`src/rtl/vram_stroke_writer_if.sv`:
```
// Touch/clear request inputs and the VRAM write port of the stroke writer.
// The writer takes the slave view; whatever feeds touches and watches VRAM writes takes the master view.
interface vram_stroke_writer_if #(
    parameter int VRAM_W = 16,
    parameter int ADDR_W = 17
);
    logic              touch_valid;
    logic [8:0]        touch_x;
    logic [8:0]        touch_y;
    logic [VRAM_W-1:0] draw_color;
    logic [VRAM_W-1:0] clear_color;
    logic              clear_req;
    logic              vram_wr_ena;
    logic [ADDR_W-1:0] vram_wr_addr;
    logic [VRAM_W-1:0] vram_wr_data;
    logic              busy;

    modport master (
        output touch_valid, touch_x, touch_y, draw_color, clear_color, clear_req,
        input  vram_wr_ena, vram_wr_addr, vram_wr_data, busy
    );
    modport slave (
        input  touch_valid, touch_x, touch_y, draw_color, clear_color, clear_req,
        output vram_wr_ena, vram_wr_addr, vram_wr_data, busy
    );
endinterface

```
`src/rtl/vram_stroke_writer.sv`:
```
// Turns touch samples into VRAM pixel writes, joining pen-down points with Bresenham
// segments, and fills the whole screen after reset or on a clear request.
module vram_stroke_writer #(
    parameter int DISPLAY_WIDTH  = 240,
    parameter int DISPLAY_HEIGHT = 320,
    parameter int VRAM_L         = DISPLAY_WIDTH * DISPLAY_HEIGHT,
    parameter int VRAM_W         = 16
) (
    input logic                 clk,
    input logic                 rst,
    vram_stroke_writer_if.slave bus
);
    localparam int AW = $clog2(VRAM_L);

    typedef enum logic [1:0] {S_CLEAR, S_IDLE, S_SETUP, S_LINE} state_e;
    state_e state_q, state_d;

    logic [AW-1:0]      cnt_q, cnt_d;
    logic [VRAM_W-1:0]  clr_col_q, clr_col_d, col_q, col_d;
    logic               pen_q, pen_d;
    logic [8:0]         lx_q, lx_d, ly_q, ly_d;
    logic [8:0]         x_q, x_d, y_q, y_d, x1_q, x1_d, y1_q, y1_d;
    logic signed [9:0]  dx_q, dx_d, dy_q, dy_d;
    logic               sxn_q, sxn_d, syn_q, syn_d;
    logic signed [10:0] err_q, err_d;
    logic               wr_ena_q, wr_ena_d, busy_q, busy_d;
    logic [AW-1:0]      wr_addr_q, wr_addr_d;
    logic [VRAM_W-1:0]  wr_data_q, wr_data_d;

    logic               in_range, same_pt, accept, at_end, step_x, step_y;
    logic signed [9:0]  xd, yd;
    logic signed [11:0] e2, dx12, dy12;
    logic signed [10:0] dx11, dy11;

    function automatic logic [AW-1:0] pix_addr(input logic [8:0] px, input logic [8:0] py);
        return AW'(py) * AW'(DISPLAY_WIDTH) + AW'(px);
    endfunction

    assign in_range = (bus.touch_x < 9'(DISPLAY_WIDTH)) && (bus.touch_y < 9'(DISPLAY_HEIGHT));
    assign same_pt  = pen_q && (bus.touch_x == lx_q) && (bus.touch_y == ly_q);
    assign accept   = (state_q == S_IDLE) && bus.touch_valid && in_range && !same_pt;
    assign at_end   = (x_q == x1_q) && (y_q == y1_q);

    assign xd   = $signed({1'b0, x1_q}) - $signed({1'b0, x_q});
    assign yd   = $signed({1'b0, y1_q}) - $signed({1'b0, y_q});
    assign dx11 = {dx_q[9], dx_q};
    assign dy11 = {dy_q[9], dy_q};
    assign dx12 = {{2{dx_q[9]}}, dx_q};
    assign dy12 = {{2{dy_q[9]}}, dy_q};
    assign e2   = {err_q, 1'b0};
    assign step_x = (e2 >= dy12);
    assign step_y = (e2 <= dx12);

    always_ff @(posedge clk) begin
        if (rst) state_q <= S_CLEAR;
        else     state_q <= state_d;
    end

    always_comb begin
        state_d = state_q;
        if (bus.clear_req) begin
            state_d = S_CLEAR;
        end else begin
            case (state_q)
                S_CLEAR: if (cnt_q == AW'(VRAM_L - 1)) state_d = S_IDLE;
                S_IDLE:  if (accept) state_d = S_SETUP;
                S_SETUP: state_d = S_LINE;
                S_LINE:  if (at_end) state_d = S_IDLE;
                default: state_d = S_CLEAR;
            endcase
        end
    end

    always_comb begin
        cnt_d = cnt_q;  clr_col_d = clr_col_q;  col_d = col_q;
        lx_d = lx_q;    ly_d = ly_q;
        x_d = x_q;      y_d = y_q;  x1_d = x1_q;  y1_d = y1_q;
        dx_d = dx_q;    dy_d = dy_q;  sxn_d = sxn_q;  syn_d = syn_q;  err_d = err_q;
        wr_ena_d = 1'b0;  wr_addr_d = wr_addr_q;  wr_data_d = wr_data_q;

        // A lift or an off-screen sample always breaks the stroke; clearing holds the pen up.
        pen_d = pen_q;
        if (bus.clear_req || state_q == S_CLEAR || !bus.touch_valid) pen_d = 1'b0;
        else if (state_q == S_IDLE && !in_range)                     pen_d = 1'b0;
        else if (accept)                                             pen_d = 1'b1;

        if (bus.clear_req) begin
            cnt_d     = '0;
            clr_col_d = bus.clear_color;
        end else begin
            case (state_q)
                S_CLEAR: begin
                    wr_ena_d  = 1'b1;
                    wr_addr_d = cnt_q;
                    wr_data_d = clr_col_q;
                    cnt_d     = cnt_q + 1'b1;
                end
                S_IDLE: if (accept) begin
                    x_d   = pen_q ? lx_q : bus.touch_x;
                    y_d   = pen_q ? ly_q : bus.touch_y;
                    x1_d  = bus.touch_x;
                    y1_d  = bus.touch_y;
                    lx_d  = bus.touch_x;
                    ly_d  = bus.touch_y;
                    col_d = bus.draw_color;
                end
                S_SETUP: begin
                    dx_d      = (xd < 0) ? -xd : xd;
                    dy_d      = (yd < 0) ? yd : -yd;
                    sxn_d     = (xd < 0);
                    syn_d     = (yd < 0);
                    err_d     = {dx_d[9], dx_d} + {dy_d[9], dy_d};
                    wr_ena_d  = 1'b1;
                    wr_addr_d = pix_addr(x_q, y_q);
                    wr_data_d = col_q;
                end
                S_LINE: if (!at_end) begin
                    // The output register always holds the pixel at (x_q, y_q); step to the next one.
                    err_d = err_q + (step_x ? dy11 : 11'sd0) + (step_y ? dx11 : 11'sd0);
                    if (step_x) x_d = sxn_q ? x_q - 9'd1 : x_q + 9'd1;
                    if (step_y) y_d = syn_q ? y_q - 9'd1 : y_q + 9'd1;
                    wr_ena_d  = 1'b1;
                    wr_addr_d = pix_addr(x_d, y_d);
                    wr_data_d = col_q;
                end
                default: ;
            endcase
        end
        busy_d = (state_d != S_IDLE) || wr_ena_d;
    end

    always_ff @(posedge clk) begin
        if (rst) begin
            cnt_q <= '0;  clr_col_q <= bus.clear_color;  col_q <= '0;
            pen_q <= 1'b0;  lx_q <= '0;  ly_q <= '0;
            x_q <= '0;  y_q <= '0;  x1_q <= '0;  y1_q <= '0;
            dx_q <= '0;  dy_q <= '0;  sxn_q <= 1'b0;  syn_q <= 1'b0;  err_q <= '0;
            wr_ena_q <= 1'b0;  wr_addr_q <= '0;  wr_data_q <= '0;  busy_q <= 1'b1;
        end else begin
            cnt_q <= cnt_d;  clr_col_q <= clr_col_d;  col_q <= col_d;
            pen_q <= pen_d;  lx_q <= lx_d;  ly_q <= ly_d;
            x_q <= x_d;  y_q <= y_d;  x1_q <= x1_d;  y1_q <= y1_d;
            dx_q <= dx_d;  dy_q <= dy_d;  sxn_q <= sxn_d;  syn_q <= syn_d;  err_q <= err_d;
            wr_ena_q <= wr_ena_d;  wr_addr_q <= wr_addr_d;  wr_data_q <= wr_data_d;  busy_q <= busy_d;
        end
    end

    assign bus.vram_wr_ena  = wr_ena_q;
    assign bus.vram_wr_addr = wr_addr_q;
    assign bus.vram_wr_data = wr_data_q;
    assign bus.busy         = busy_q;
endmodule
```
`src/flat_wrapper.sv`:
```
// flat-port wrapper written by rule: the top's interface ports become plain ports
module vram_stroke_writer_flat 
#(
    parameter int DISPLAY_WIDTH  = 240,
    parameter int DISPLAY_HEIGHT = 320,
    parameter int VRAM_L         = DISPLAY_WIDTH * DISPLAY_HEIGHT,
    parameter int VRAM_W         = 16
)
  (clk, rst, bus_touch_valid, bus_touch_x, bus_touch_y, bus_draw_color, bus_clear_color, bus_clear_req, bus_vram_wr_ena, bus_vram_wr_addr, bus_vram_wr_data, bus_busy);
  vram_stroke_writer_if #(.VRAM_W(VRAM_W)) bus_i ();
  input logic clk;
  input logic rst;
  input wire logic [$bits(bus_i.touch_valid)-1:0] bus_touch_valid;
  input wire logic [$bits(bus_i.touch_x)-1:0] bus_touch_x;
  input wire logic [$bits(bus_i.touch_y)-1:0] bus_touch_y;
  input wire logic [$bits(bus_i.draw_color)-1:0] bus_draw_color;
  input wire logic [$bits(bus_i.clear_color)-1:0] bus_clear_color;
  input wire logic [$bits(bus_i.clear_req)-1:0] bus_clear_req;
  output wire logic [$bits(bus_i.vram_wr_ena)-1:0] bus_vram_wr_ena;
  output wire logic [$bits(bus_i.vram_wr_addr)-1:0] bus_vram_wr_addr;
  output wire logic [$bits(bus_i.vram_wr_data)-1:0] bus_vram_wr_data;
  output wire logic [$bits(bus_i.busy)-1:0] bus_busy;
  assign bus_i.touch_valid = bus_touch_valid;
  assign bus_i.touch_x = bus_touch_x;
  assign bus_i.touch_y = bus_touch_y;
  assign bus_i.draw_color = bus_draw_color;
  assign bus_i.clear_color = bus_clear_color;
  assign bus_i.clear_req = bus_clear_req;
  assign bus_vram_wr_ena = bus_i.vram_wr_ena;
  assign bus_vram_wr_addr = bus_i.vram_wr_addr;
  assign bus_vram_wr_data = bus_i.vram_wr_data;
  assign bus_busy = bus_i.busy;
  vram_stroke_writer #(.DISPLAY_WIDTH(DISPLAY_WIDTH), .DISPLAY_HEIGHT(DISPLAY_HEIGHT), .VRAM_L(VRAM_L), .VRAM_W(VRAM_W)) u_core (.clk(clk), .rst(rst), .bus(bus_i));
endmodule
```
`config.mk`:
```
export PLATFORM = sky130hd
export DESIGN_NAME = vram_stroke_writer_flat
export DESIGN_NICKNAME = d
export VERILOG_FILES = /design/src/rtl/vram_stroke_writer_if.sv /design/src/rtl/vram_stroke_writer.sv /design/src/flat_wrapper.sv
export SDC_FILE = /design/constraint.sdc
export NUM_CORES = 1
export LEC_CHECK = 0
export BUFFER_PORTS_ARGS = -buffer_cell sky130_fd_sc_hd__buf_2
export CELL_PAD_IN_SITES_DETAIL_PLACEMENT = 1
export CELL_PAD_IN_SITES_GLOBAL_PLACEMENT = 1
export CORE_ASPECT_RATIO = 0.8
export CORE_MARGIN = 3
export CORE_UTILIZATION = 47
export CTS_BUF_LIST = sky130_fd_sc_hd__clkbuf_16
export CTS_CLUSTER_SIZE = 25
export DETAILED_ROUTE_END_ITERATION = 10
export PLACE_DENSITY_LB_ADDON = 0.1
export SLEW_MARGIN = 30
export SYNTH_ARGS = -nofsm -noshare
export SYNTH_HDL_FRONTEND = slang
export SYNTH_SLANG_ARGS = --single-unit
export TNS_END_PERCENT = 20
```
`constraint.sdc`:
```
create_clock -name clk -period 7.1 [get_ports clk]
set_clock_uncertainty 0.15 [all_clocks]
set_input_delay 1.065 -clock clk [delete_from_list [all_inputs] [get_ports clk]]
set_output_delay 1.065 -clock clk [all_outputs]
set_load 0.02 [all_outputs]
```
==> impl_metrics.py <==
metrics = {
    "finish": {
        "drive_gt1_frac": 0.113,
        "final_nets": 1783,
        "area.growth.synth_to_final_pct": 11.1,
        "nFillCells": 3212,
        "stdcell_area_um2": 14200,
        "diodes": 0,
    },
    "run": {
        "drv_cap": 0,
    },
    "logic_synthesis": {
        "ys_seq_area_frac": 0.257,
        "synth-seq-cells": 156,
        "async_flop_share": 0,
        "ys_types": 82,
        "synth.area.top_cells": "dfxtp_1, ha_1, fa_1",
        "synth_top_area_cell": "dfxtp_1",
        "synthCells": 1504,
        "syn-num-nets": 1720,
        "synth_area_um2": 12800,
        "synth_top_area_share": 0.219,
        "postSynthAreaPerCell_um2": 8.50,
        "ys_warn_count": 0,
        "synth-edff-count": 16,
        "synth_ff_type": "dfxtp_1",
    },
    "timing": {
        "max_freq_mhz": 153,
        "finalSetupTns_ps": 0,
        "worst_slew_margin_rel": 0.373,
        "fin_crit_sh": 0.919,
        "tightest_slew_ps": 938,
        "setup_viol": 0,
        "timing.final.hold_violations": 0,
        "rsz0062_at_grt": "no",
        "period_minus_slack_ps": 6530,
        "maxSlewViolCount": 0,
    },
    "grt": {
        "antenna_found_initial": 0,
        "grt_pass1_vias": 11300,
        "grt_max_degree": 61,
        "grt_overflow": 0,
        "grt_use_total": 0.272,
        "grt_pass1_wl_mm": 63.3,
    },
    "power_and_ir_drop": {
        "p_int_mw": 1.46,
        "p_seq_frac": 0.457,
        "switching_share": 0.274,
        "p_leak_nw": 6.22,
        "power_frac_comb": 0.056,
        "switching_power_mw": 0.550,
        "powerDensity_nw_per_um2": 142,
        "ir_drop_mv": 0.156,
        "pwr-share-clk": 0.488,
    },
    "hold_path": {
        "hp-class": "reg2reg",
    },
    "floorplanning": {
        "dieHeight_um": 154,
        "dieWidth_um": 190,
        "rows": 53,
        "ioPinCount": 89,
        "initial_core_util": 0.482,
        "dieArea_um2": 29200,
        "core_um2": 26500,
    },
    "drt": {
        "routed_wirelength_mm": 39.9,
        "drtIter0Drc": 843,
        "wire_per_inst_um": 20.6,
        "via_count": 11400,
        "drtPass1Iterations": 5,
        "routed_via_density": 5.88,
        "drtAntennaViolNets": 0,
        "drcViolationCount": 0,
    },
    "critical_path": {
        "cp_data_required_time_ps": 7300,
        "crit_path_end": "u_core.bus.vram_wr_addr[16]$_SDFFE_PP0P_",
        "cp-start-kind": "register",
        "worstPathMaxFanout": 10,
        "worst-setup-path-type": "reg2reg",
        "r2r_setup_slack_ps": 570,
        "critPathLaunch": "u_core.dx_q[6]$_SDFFE_PP0P_",
        "r2r_end": "u_core.bus.vram_wr_addr[16]$_SDFFE_PP0P_",
        "cp.arrival_ps": 6730,
        "rr_worst_depth": 24,
        "end_kind": "register",
        "rr_startpoint": "u_core.dx_q[6]$_SDFFE_PP0P_",
    },
    "placed_design": {
        "gp_congestion": 0.874,
        "dp_hpwl_mm": 30.6,
        "portBuffers": 88,
        "post_dp_cell_area_um2": 13600,
    },
    "cts": {
        "root_buffer": "clkbuf_16",
        "cts_setup_buffers": 0,
        "cts_buffers": 17,
        "cts.sinks": 156,
        "clock_path_buffers": 2,
        "clk_pin_slew_ps": 80,
        "cts_hold_buf": 0,
        "clk_latency_ps": 440,
        "post_cts_resized": 0,
        "cts_tree": "yes",
        "cts_max_level": 4,
    },
    "run_status": {
        "outcome": "finished clean",
    },
}
sequential cells by signal (all words and copies together), names as in the netlist, 9 cells and up:
signal                   count
u_core.clr_col_q            16
u_core.err_q                11
u_core.x1_q                  9
u_core.x_q                   9
u_core.bus.vram_wr_data     16
u_core.col_q                16
u_core.bus.vram_wr_addr     17
u_core.cnt_q                17
u_core.y1_q                  9
u_core.dx_q                 10
u_core.y_q                   9
u_core.dy_q                 10
final cells by class:
class                           instances  area, um2  share of cell area
Multi-Input combinational cell       1158       8780               0.618
Sequential cell                       156       3280               0.231
Timing Repair Buffer                  105        591              0.0416
Inverter                              129        487              0.0343
Tap cell                              357        447              0.0314
Clock buffer                           17        425              0.0299
Clock inverter                         15        196              0.0138
cell usage in the layout (no fill, tap or decap), types with 37 or more instances in the layout:
cell type	count
dfxtp_1	139
nor2_1	136
inv_1	127
ha_1	120
nand2_1	116
a21oi_1	96
buf_2	87
xnor2_1	84
mux2i_1	65
o21ai_0	59
fa_1	42
xor2_1	38
a211oi_1	37
worst max-delay path, cell delays in order, from the launching register on:
cell      delay, ps
dfxtp_1         360
inv_1            60
ha_1            300
and4_1          180
nand3_1         110
or3_1           410
and3_1          220
a21oi_2         540
nand2_1         270
o21ai_0         160
xnor2_1         260
ha_1            320
ha_1            330
xor2_1          220
inv_1            80
fa_1            490
inv_1            40
ha_1            310
a21oi_1         220
nor2b_1          70
o21ai_0         510
nor3b_1         130
nand4_1         130
mux2_2          330
a221oi_1        250
synthesized netlist by cell type (all sizes together) (10+ instances only):
| cell type | instances |
|---|---|
| dfxtp | 140 |
| nor2 | 139 |
| inv | 128 |
| ha | 120 |
| nand2 | 117 |
| a21oi | 99 |
| xnor2 | 84 |
| mux2i | 65 |
| o21ai | 64 |
| clkbuf | 42 |
| fa | 42 |
| a211oi | 38 |
| xor2 | 38 |
| a21o | 24 |
| nor3 | 24 |
| nand3 | 23 |
| nor2b | 23 |
| nand4 | 20 |
| buf | 19 |
| o211ai | 17 |
| edfxtp | 16 |
| o211a | 13 |
| o21a | 12 |
| and2 | 11 |
| a31oi | 10 |
| nor4 | 10 |
| or2 | 10 |
power by group through the flow:
| stage | Clock, mW | Combinational (mW) | Sequential, mW |
|---|---|---|---|
| detailed placement | 0 | 0.111 | 0.938 |
| CTS | 0.992 | 0.112 | 0.918 |
| floorplan | 0 | 0.0462 | 0.949 |
| global route | 1.03 | 0.122 | 0.920 |
| finish | 0.980 | 0.112 | 0.918 |
| global placement | 0 | 0.107 | 0.938 |
routing by layer:
metal  vias up  GRT usage  part of all wire
met5         -          0                 0
met2       272      0.390              0.41
met1      5632      0.432              0.52
met3        17     0.0501             0.060
met4         0     0.0374            0.0064
li1       5465          -                 -
cell families after synthesis:
| logic type | count (synthesis) | synth area share |
|---|---|---|
| AND/OR/NAND/NOR | 433 | 0.164 |
| XOR/XNOR | 122 | 0.0836 |
| buffers and inverters | 190 | 0.0582 |
| adder cells (fa/ha/maj) | 162 | 0.183 |
| AO/OA/AOI/OAI | 369 | 0.197 |
| flip-flops | 156 | 0.257 |
| multiplexers | 72 | 0.0571 |
worst min path at each step:
stage | depth (start not counted) | to | start | slack (ps)
floorplan | 2 | u_core.dx_q[2]$_SDFFE_PP0P_ | u_core.dx_q[2]$_SDFFE_PP0P_ | 300
global placement | 2 | u_core.bus.vram_wr_addr[6]$_SDFFE_PP0P_ | u_core.bus.vram_wr_addr[6]$_SDFFE_PP0P_ | 290
detailed placement | 2 | u_core.bus.vram_wr_addr[7]$_SDFFE_PP0P_ | u_core.bus.vram_wr_addr[7]$_SDFFE_PP0P_ | 300
CTS | 2 | u_core.bus.vram_wr_addr[9]$_SDFFE_PP0P_ | u_core.bus.vram_wr_addr[9]$_SDFFE_PP0P_ | 310
global route | 2 | u_core.bus.vram_wr_addr[8]$_SDFFE_PP0P_ | u_core.bus.vram_wr_addr[8]$_SDFFE_PP0P_ | 340
finish | 2 | u_core.bus.vram_wr_addr[9]$_SDFFE_PP0P_ | u_core.bus.vram_wr_addr[9]$_SDFFE_PP0P_ | 310
per-stage QoR:
step	util	instances	hold slack (ps)	power, mW	setup slack, ps
2_1_floorplan	-	1504	300	0.995	1310
3_3_place_gp	0.511	1904	288	1.05	1070
3_5_place_dp	0.512	1905	295	1.05	706
4_1_cts	0.536	1937	314	2.02	662
5_1_grt	0.536	1937	337	2.07	167
6_report	0.536	1937	308	2.01	572
(Power assumes the default switching activity.)
